File: src/rtl/door_if.sv
// Door sequencer handshake bundle: arrival request and button levels in,
// LED / door-open / busy / done indications out.
// DOOR_OBSTRUCT_EN adds the obstruct sensor signal.
interface door_if;
    logic arrive;
    logic open_btn;
    logic close_btn;
`ifdef DOOR_OBSTRUCT_EN
    logic obstruct;
`endif
    logic door_led;
    logic door_open;
    logic busy;
    logic done;

    // Motion controller / car panel side
    modport master (
`ifdef DOOR_OBSTRUCT_EN
        output obstruct,
`endif
        output arrive,
        output open_btn,
        output close_btn,
        input  door_led,
        input  door_open,
        input  busy,
        input  done
    );

    // Door sequencer side
    modport slave (
`ifdef DOOR_OBSTRUCT_EN
        input  obstruct,
`endif
        input  arrive,
        input  open_btn,
        input  close_btn,
        output door_led,
        output door_open,
        output busy,
        output done
    );
endinterface

File: src/rtl/door_sequencer.sv
// Door sequencer: IDLE -> OPEN_BLINK -> HOLD -> CLOSE_BLINK -> IDLE.
// The LED toggles once per tick (TICK_MAX cycles) in both blink phases. The
// hold can be restarted (open_btn), cut short (close_btn) or re-entered from
// the closing blink (open_btn). All outputs are registered (Moore).
// Optional feature macro: DOOR_OBSTRUCT_EN (obstruct sensor input).
module door_sequencer #(
    parameter int unsigned TICK_MAX     = 50000000,
    parameter int unsigned BLINKS       = 3,
    parameter int unsigned HOLD_TICKS   = 4,
    parameter int unsigned CLOSE_BLINKS = 2
) (
    input logic   clk,
    input logic   rst_n,
    door_if.slave door_io
);

    localparam int unsigned TickW = $clog2(TICK_MAX);

    localparam int unsigned OpenTicks  = 2 * BLINKS;
    localparam int unsigned CloseTicks = 2 * CLOSE_BLINKS;
    localparam int unsigned PhaseMax01 = (OpenTicks > HOLD_TICKS) ? OpenTicks : HOLD_TICKS;
    localparam int unsigned PhaseMax   = (PhaseMax01 > CloseTicks) ? PhaseMax01 : CloseTicks;
    localparam int unsigned PhaseW     = (PhaseMax > 1) ? $clog2(PhaseMax) : 1;

    // Phase value held during the last tick of each state
    localparam logic [PhaseW-1:0] OpenLast  = PhaseW'(OpenTicks - 1);
    localparam logic [PhaseW-1:0] HoldLast  = PhaseW'(HOLD_TICKS - 1);
    localparam logic [PhaseW-1:0] CloseLast = PhaseW'(CloseTicks - 1);
    localparam logic [TickW-1:0]  TickLast  = TickW'(TICK_MAX - 1);

    typedef enum logic [1:0] {
        StIdle,
        StOpenBlink,
        StHold,
        StCloseBlink
    } state_e;

    state_e            state_q, state_d;
    logic [TickW-1:0]  tick_cnt_q, tick_cnt_d;
    logic [PhaseW-1:0] phase_q, phase_d;
    logic              door_led_q, door_led_d;
    logic              door_open_q, door_open_d;
    logic              busy_q, busy_d;
    logic              done_q, done_d;

    logic tick;
    logic obstruct;
    logic reopen;

`ifdef DOOR_OBSTRUCT_EN
    assign obstruct = door_io.obstruct;
`else
    assign obstruct = 1'b0;
`endif

    assign tick   = (tick_cnt_q == TickLast);
    // Obstruction acts like a held open button in HOLD and CLOSE_BLINK
    assign reopen = door_io.open_btn | obstruct;

    // Next-state, counter and registered-output computation
    always_comb begin
        state_d     = state_q;
        tick_cnt_d  = tick ? '0 : tick_cnt_q + TickW'(1);
        phase_d     = tick ? phase_q + PhaseW'(1) : phase_q;
        door_led_d  = door_led_q;
        door_open_d = door_open_q;
        busy_d      = busy_q;
        done_d      = 1'b0;

        unique case (state_q)
            StIdle: begin
                tick_cnt_d = '0;
                phase_d    = '0;
                if (door_io.arrive) begin
                    state_d    = StOpenBlink;
                    door_led_d = 1'b1;
                    busy_d     = 1'b1;
                end
            end
            StOpenBlink: begin
                if (tick) begin
                    door_led_d = ~door_led_q;
                    if (phase_q == OpenLast) begin
                        state_d     = StHold;
                        door_led_d  = 1'b1;
                        door_open_d = 1'b1;
                        tick_cnt_d  = '0;
                        phase_d     = '0;
                    end
                end
            end
            StHold: begin
                if (reopen) begin
                    tick_cnt_d = '0;
                    phase_d    = '0;
                end else if (door_io.close_btn || (tick && phase_q == HoldLast)) begin
                    state_d     = StCloseBlink;
                    door_led_d  = 1'b0;
                    door_open_d = 1'b0;
                    tick_cnt_d  = '0;
                    phase_d     = '0;
                end
            end
            StCloseBlink: begin
                if (reopen) begin
                    state_d     = StHold;
                    door_led_d  = 1'b1;
                    door_open_d = 1'b1;
                    tick_cnt_d  = '0;
                    phase_d     = '0;
                end else if (tick) begin
                    door_led_d = ~door_led_q;
                    if (phase_q == CloseLast) begin
                        state_d    = StIdle;
                        door_led_d = 1'b0;
                        busy_d     = 1'b0;
                        done_d     = 1'b1;
                        tick_cnt_d = '0;
                        phase_d    = '0;
                    end
                end
            end
            default: begin
                state_d     = StIdle;
                door_led_d  = 1'b0;
                door_open_d = 1'b0;
                busy_d      = 1'b0;
                tick_cnt_d  = '0;
                phase_d     = '0;
            end
        endcase
    end

    // State register with synchronous active-low reset
    always_ff @(posedge clk) begin
        if (!rst_n) begin
            state_q     <= StIdle;
            tick_cnt_q  <= '0;
            phase_q     <= '0;
            door_led_q  <= 1'b0;
            door_open_q <= 1'b0;
            busy_q      <= 1'b0;
            done_q      <= 1'b0;
        end else begin
            state_q     <= state_d;
            tick_cnt_q  <= tick_cnt_d;
            phase_q     <= phase_d;
            door_led_q  <= door_led_d;
            door_open_q <= door_open_d;
            busy_q      <= busy_d;
            done_q      <= done_d;
        end
    end

    assign door_io.door_led  = door_led_q;
    assign door_io.door_open = door_open_q;
    assign door_io.busy      = busy_q;
    assign door_io.done      = done_q;

endmodule

File: src/flat_wrapper.sv
// flat-port wrapper written by rule: the top's interface ports become plain ports
module door_sequencer_flat 
#(
    parameter int unsigned TICK_MAX     = 50000000,
    parameter int unsigned BLINKS       = 3,
    parameter int unsigned HOLD_TICKS   = 4,
    parameter int unsigned CLOSE_BLINKS = 2
)
  (clk, rst_n, door_io_arrive, door_io_open_btn, door_io_close_btn, door_io_door_led, door_io_door_open, door_io_busy, door_io_done);
  door_if door_io_i ();
  input logic clk;
  input logic rst_n;
  input wire logic [$bits(door_io_i.arrive)-1:0] door_io_arrive;
  input wire logic [$bits(door_io_i.open_btn)-1:0] door_io_open_btn;
  input wire logic [$bits(door_io_i.close_btn)-1:0] door_io_close_btn;
  output wire logic [$bits(door_io_i.door_led)-1:0] door_io_door_led;
  output wire logic [$bits(door_io_i.door_open)-1:0] door_io_door_open;
  output wire logic [$bits(door_io_i.busy)-1:0] door_io_busy;
  output wire logic [$bits(door_io_i.done)-1:0] door_io_done;
  assign door_io_i.arrive = door_io_arrive;
  assign door_io_i.open_btn = door_io_open_btn;
  assign door_io_i.close_btn = door_io_close_btn;
  assign door_io_door_led = door_io_i.door_led;
  assign door_io_door_open = door_io_i.door_open;
  assign door_io_busy = door_io_i.busy;
  assign door_io_done = door_io_i.done;
  door_sequencer #(.TICK_MAX(TICK_MAX), .BLINKS(BLINKS), .HOLD_TICKS(HOLD_TICKS), .CLOSE_BLINKS(CLOSE_BLINKS)) u_core (.clk(clk), .rst_n(rst_n), .door_io(door_io_i));
endmodule
File: config.mk
export PLATFORM = sky130hd
export DESIGN_NAME = door_sequencer_flat
export DESIGN_NICKNAME = d
export VERILOG_FILES = /design/src/rtl/door_if.sv /design/src/rtl/door_sequencer.sv /design/src/flat_wrapper.sv
export SDC_FILE = /design/constraint.sdc
export NUM_CORES = 1
export LEC_CHECK = 0
export BUFFER_PORTS_ARGS = -buffer_cell sky130_fd_sc_hd__buf_2
export CAP_MARGIN = 30
export CORE_MARGIN = 2
export CORE_UTILIZATION = 40
export CTS_BUF_LIST = sky130_fd_sc_hd__clkbuf_8
export DETAILED_ROUTE_END_ITERATION = 8
export SLEW_MARGIN = 10
export SYNTH_ARGS = -nofsm -noshare
export SYNTH_HDL_FRONTEND = slang
export SYNTH_SLANG_ARGS = --single-unit
File: constraint.sdc
create_clock -name clk -period 2.2 [get_ports clk]
set_input_delay 0.22 -clock clk [delete_from_list [all_inputs] [get_ports clk]]
set_output_delay 0.22 -clock clk [all_outputs]
set_load 0.01 [all_outputs]
==> impl_metrics.ini <==
[outcome]
status = finished clean

[routing]
drc = 0
drtAntennaViolNets = 0
wl_per_cell_um = 13.5
drt-total-wl_um = 3740
vias = 1468
drt_iter0_drc = 75
drtPass1Iterations = 4
via_per_inst = 5.30

[synth]
synth-xor-area-share_pct = 10.9
synthesis.area_um2 = 1850
synth_top_area_cell = dfxtp_1
yosys_warnings = 0
synth_edf_count = 0
synth_top_family_by_area = simple AND/OR/NAND/NOR gates
synth_cell_types = 42
ys_async_sr_fraction_pct = 0
synth.mux.area_fraction_pct = 4.06
synthTopCellsByArea = dfxtp_1 (38%), xnor2_1 (8.5%), nor2_1 (6.7%)
synth_area_per_cell_um2 = 8.90
synthAdderAreaFrac_pct = 2.70
synth_compound_area_share_pct = 10.8
synth_seq_cells = 35
ys_seq_area_share_pct = 37.9
synth_top_cell_area_share_pct = 37.9
synthSimpleGateAreaFrac_pct = 30.1
syn_inst = 208
synth_ff_type = dfxtp_1
synth_nets = 217

[hold_path]
hp-start = rst_n
hp-class = in -> reg

[floorplan]
fp.dieH_um = 72.0
rows = 24
die_x_um = 72.0
initial_core_util_pct = 41.9
ios = 9
die-area_um2 = 5190
design.core.area_um2 = 4410

[global_routing]
grt-ovfl-total = 0
track_usage_pct = 15.9
gr-usage-met1_pct = 22.2
grt_pass1_vias = 1329
grt_max_degree = 25
gr-usage-met3_pct = 4.72
grt_pass1_wl_um = 6420
grtUsageMet2_pct = 24.0
antenna_found_initial = 0
grt_most_used_layer = met2

[cts]
clk_pin_slew_ps = 80
cts_tree = built
cts.sinks = 35
htree_levels = 2
worstSkewPairLatency_ps = 290
clk_path_buf_depth = 2
cts_root_buf = clkbuf_8
numCtsBuffers = 5
postCtsSetupRepairBufs = 0

[pwr]
p_sw_uw = 280
p_clk_share_pct = 45.6
intPower_uw = 1040
p_leak_uw = 0.000693
seqPwrFrac_pct = 49.4
ir_drop_v = 0.000251
combPwrFrac_pct = 5.0
power_density_nw_per_um2 = 629
swShare_pct = 21.3

[sta]
slew_headroom_pct = 53.1
tightestPinTransition_ps = 703
slew_viol_final = 0
fin_tns_setup_ps = 0
holdWs_ps = 253
timing.fmax_mhz = 490
finalCritPeriodShare_pct = 92.7
rsz0062_at_grt = no
hold_violations = 0
finalWorstPathRequiredPeriod_ps = 2040
finClkSkew_ps = 11.3
setup_viol = 0

[place]
gp_congestion = 0.803
hpwlAfterDp_um = 2650
io_buffers = 8
placed_cell_area_um2 = 1970

[critical_path]
critPathLaunchType = flip-flop
critical_path.startpoint = u_core.tick_cnt_q[7]
max_stage_delay_ps = 500
setup.worst_path.class = reg -> reg
path_cells = nor4b_2 > nand4_2 > or3_4 > o2111ai_4 > nor2_1
critPathSlowestCell = or3_4
timing.rr.start = u_core.tick_cnt_q[7]
end_kind = flip-flop
cp_max_fo = 24
required_ps = 2350
arrival_ps = 2190

[final_layout]
layout-drive-gt1-share_pct = 16.4
post-route-cell-area_um2 = 2090
areaGrowthSynthToFinish_pct = 13.0
antenna_cells = 0
final_nets = 233

[flow_run]
drv_cap = 0
[per-layer routing]
metal  routed length, um  vias to the layer above
li1                    -                      774
met1                1990                      675
met2                1590                       14
met3                 120                        5
met4                  40                        0
met5                   0                        -
[final timing paths]
check                          endpoint  slack, ps  depth (start not counted)
setup reg to reg  u_core.tick_cnt_q[22]        160                          5
hold / removal        u_core.state_q[1]        250                          3
setup / recovery  u_core.tick_cnt_q[22]        160                          5
hold reg to reg    u_core.tick_cnt_q[0]        460                          1
[cell usage in the layout (no fill, tap or decap), types with 6 or more instances in the layout]
cell type,Yosys,layout
inv_1,9,9
nand3_1,9,9
clkbuf_8,0,6
nand2_1,14,14
nor2_1,33,33
buf_2,0,8
nand4_1,6,6
dfxtp_1,35,35
nor3_1,12,12
xnor2_1,18,18
buf_4,0,6
[registers in the layout (all words and copies together) (netlist names)]
name,cells
u_core.door_io.door_open,1
u_core.phase_q,3
u_core.door_io.busy,1
u_core.state_q,2
u_core.tick_cnt_q,26
u_core.door_io.door_led,1
u_core.door_io.done,1
[through the flow]
step	setup WS, ps	power (uW)	instances	utilization (%)
6_report	161	1320	277	47.4
3_3_place_gp	92.8	730	269	44.6
2_1_floorplan	340	711	208	-
3_5_place_dp	131	731	269	44.6
5_1_grt	0.234	1380	277	47.4
4_1_cts	93.0	1330	277	47.2
[what timing repair did]
action	in CTS	in global routing
gates resized for setup	0	1
endpoints found under the setup margin	0	2
hold buffers	0	0
[layout make-up]
cell class / instances / area, um^2
fillers: 423 / 2320
multi-input cells: 159 / 1090
flip-flops and latches: 35 / 701
repair buffers: 14 / 85.1
clock buffers: 6 / 82.6
well taps: 52 / 65.1
clock inverters: 2 / 35.0
inverters: 9 / 33.8
[logic make-up (layout without fill, tap and decap cells)]
group	count (synthesis)	in the layout
xor+xnor	23	23
mux	7	7
fa+ha+maj	4	4
buf+inv	14	31
flops	35	35
compound gates	22	22
simple gates	103	103
[synth_stat cells (2+ instances only)]
cell type,instances
xnor2_1,18
and2_1,2
nor2b_1,4
nand2_1,14
mux2_2,4
nor4b_1,2
ha_1,4
nor4b_2,2
and4_1,3
clkbuf_1,3
xor2_1,5
o21ai_0,5
mux2i_1,3
nand4_1,6
and3_1,2
buf_6,2
dfxtp_1,35
nor2_1,33
nor4_1,5
nand3_1,9
a211oi_1,3
inv_1,9
nor3_1,12
a21oi_1,5
[power by group through the flow]
stage,clock [uW],sequential (uW),combinational (uW)
2_1_floorplan,0,661,49.8
3_5_place_dp,0,664,66.4
6_report,600,650,65.9
5_1_grt,654,651,73.6
4_1_cts,614,649,66.7
3_3_place_gp,0,664,66.4
[critical path: cells and delay by family, from the launching register on]
kind / cells / cell delay (ps)
AND/OR/NAND/NOR: 4 / 1200
AO/OA/AOI/OAI: 1 / 310
flip-flops: 1 / 380
(Power assumes the default switching activity.)
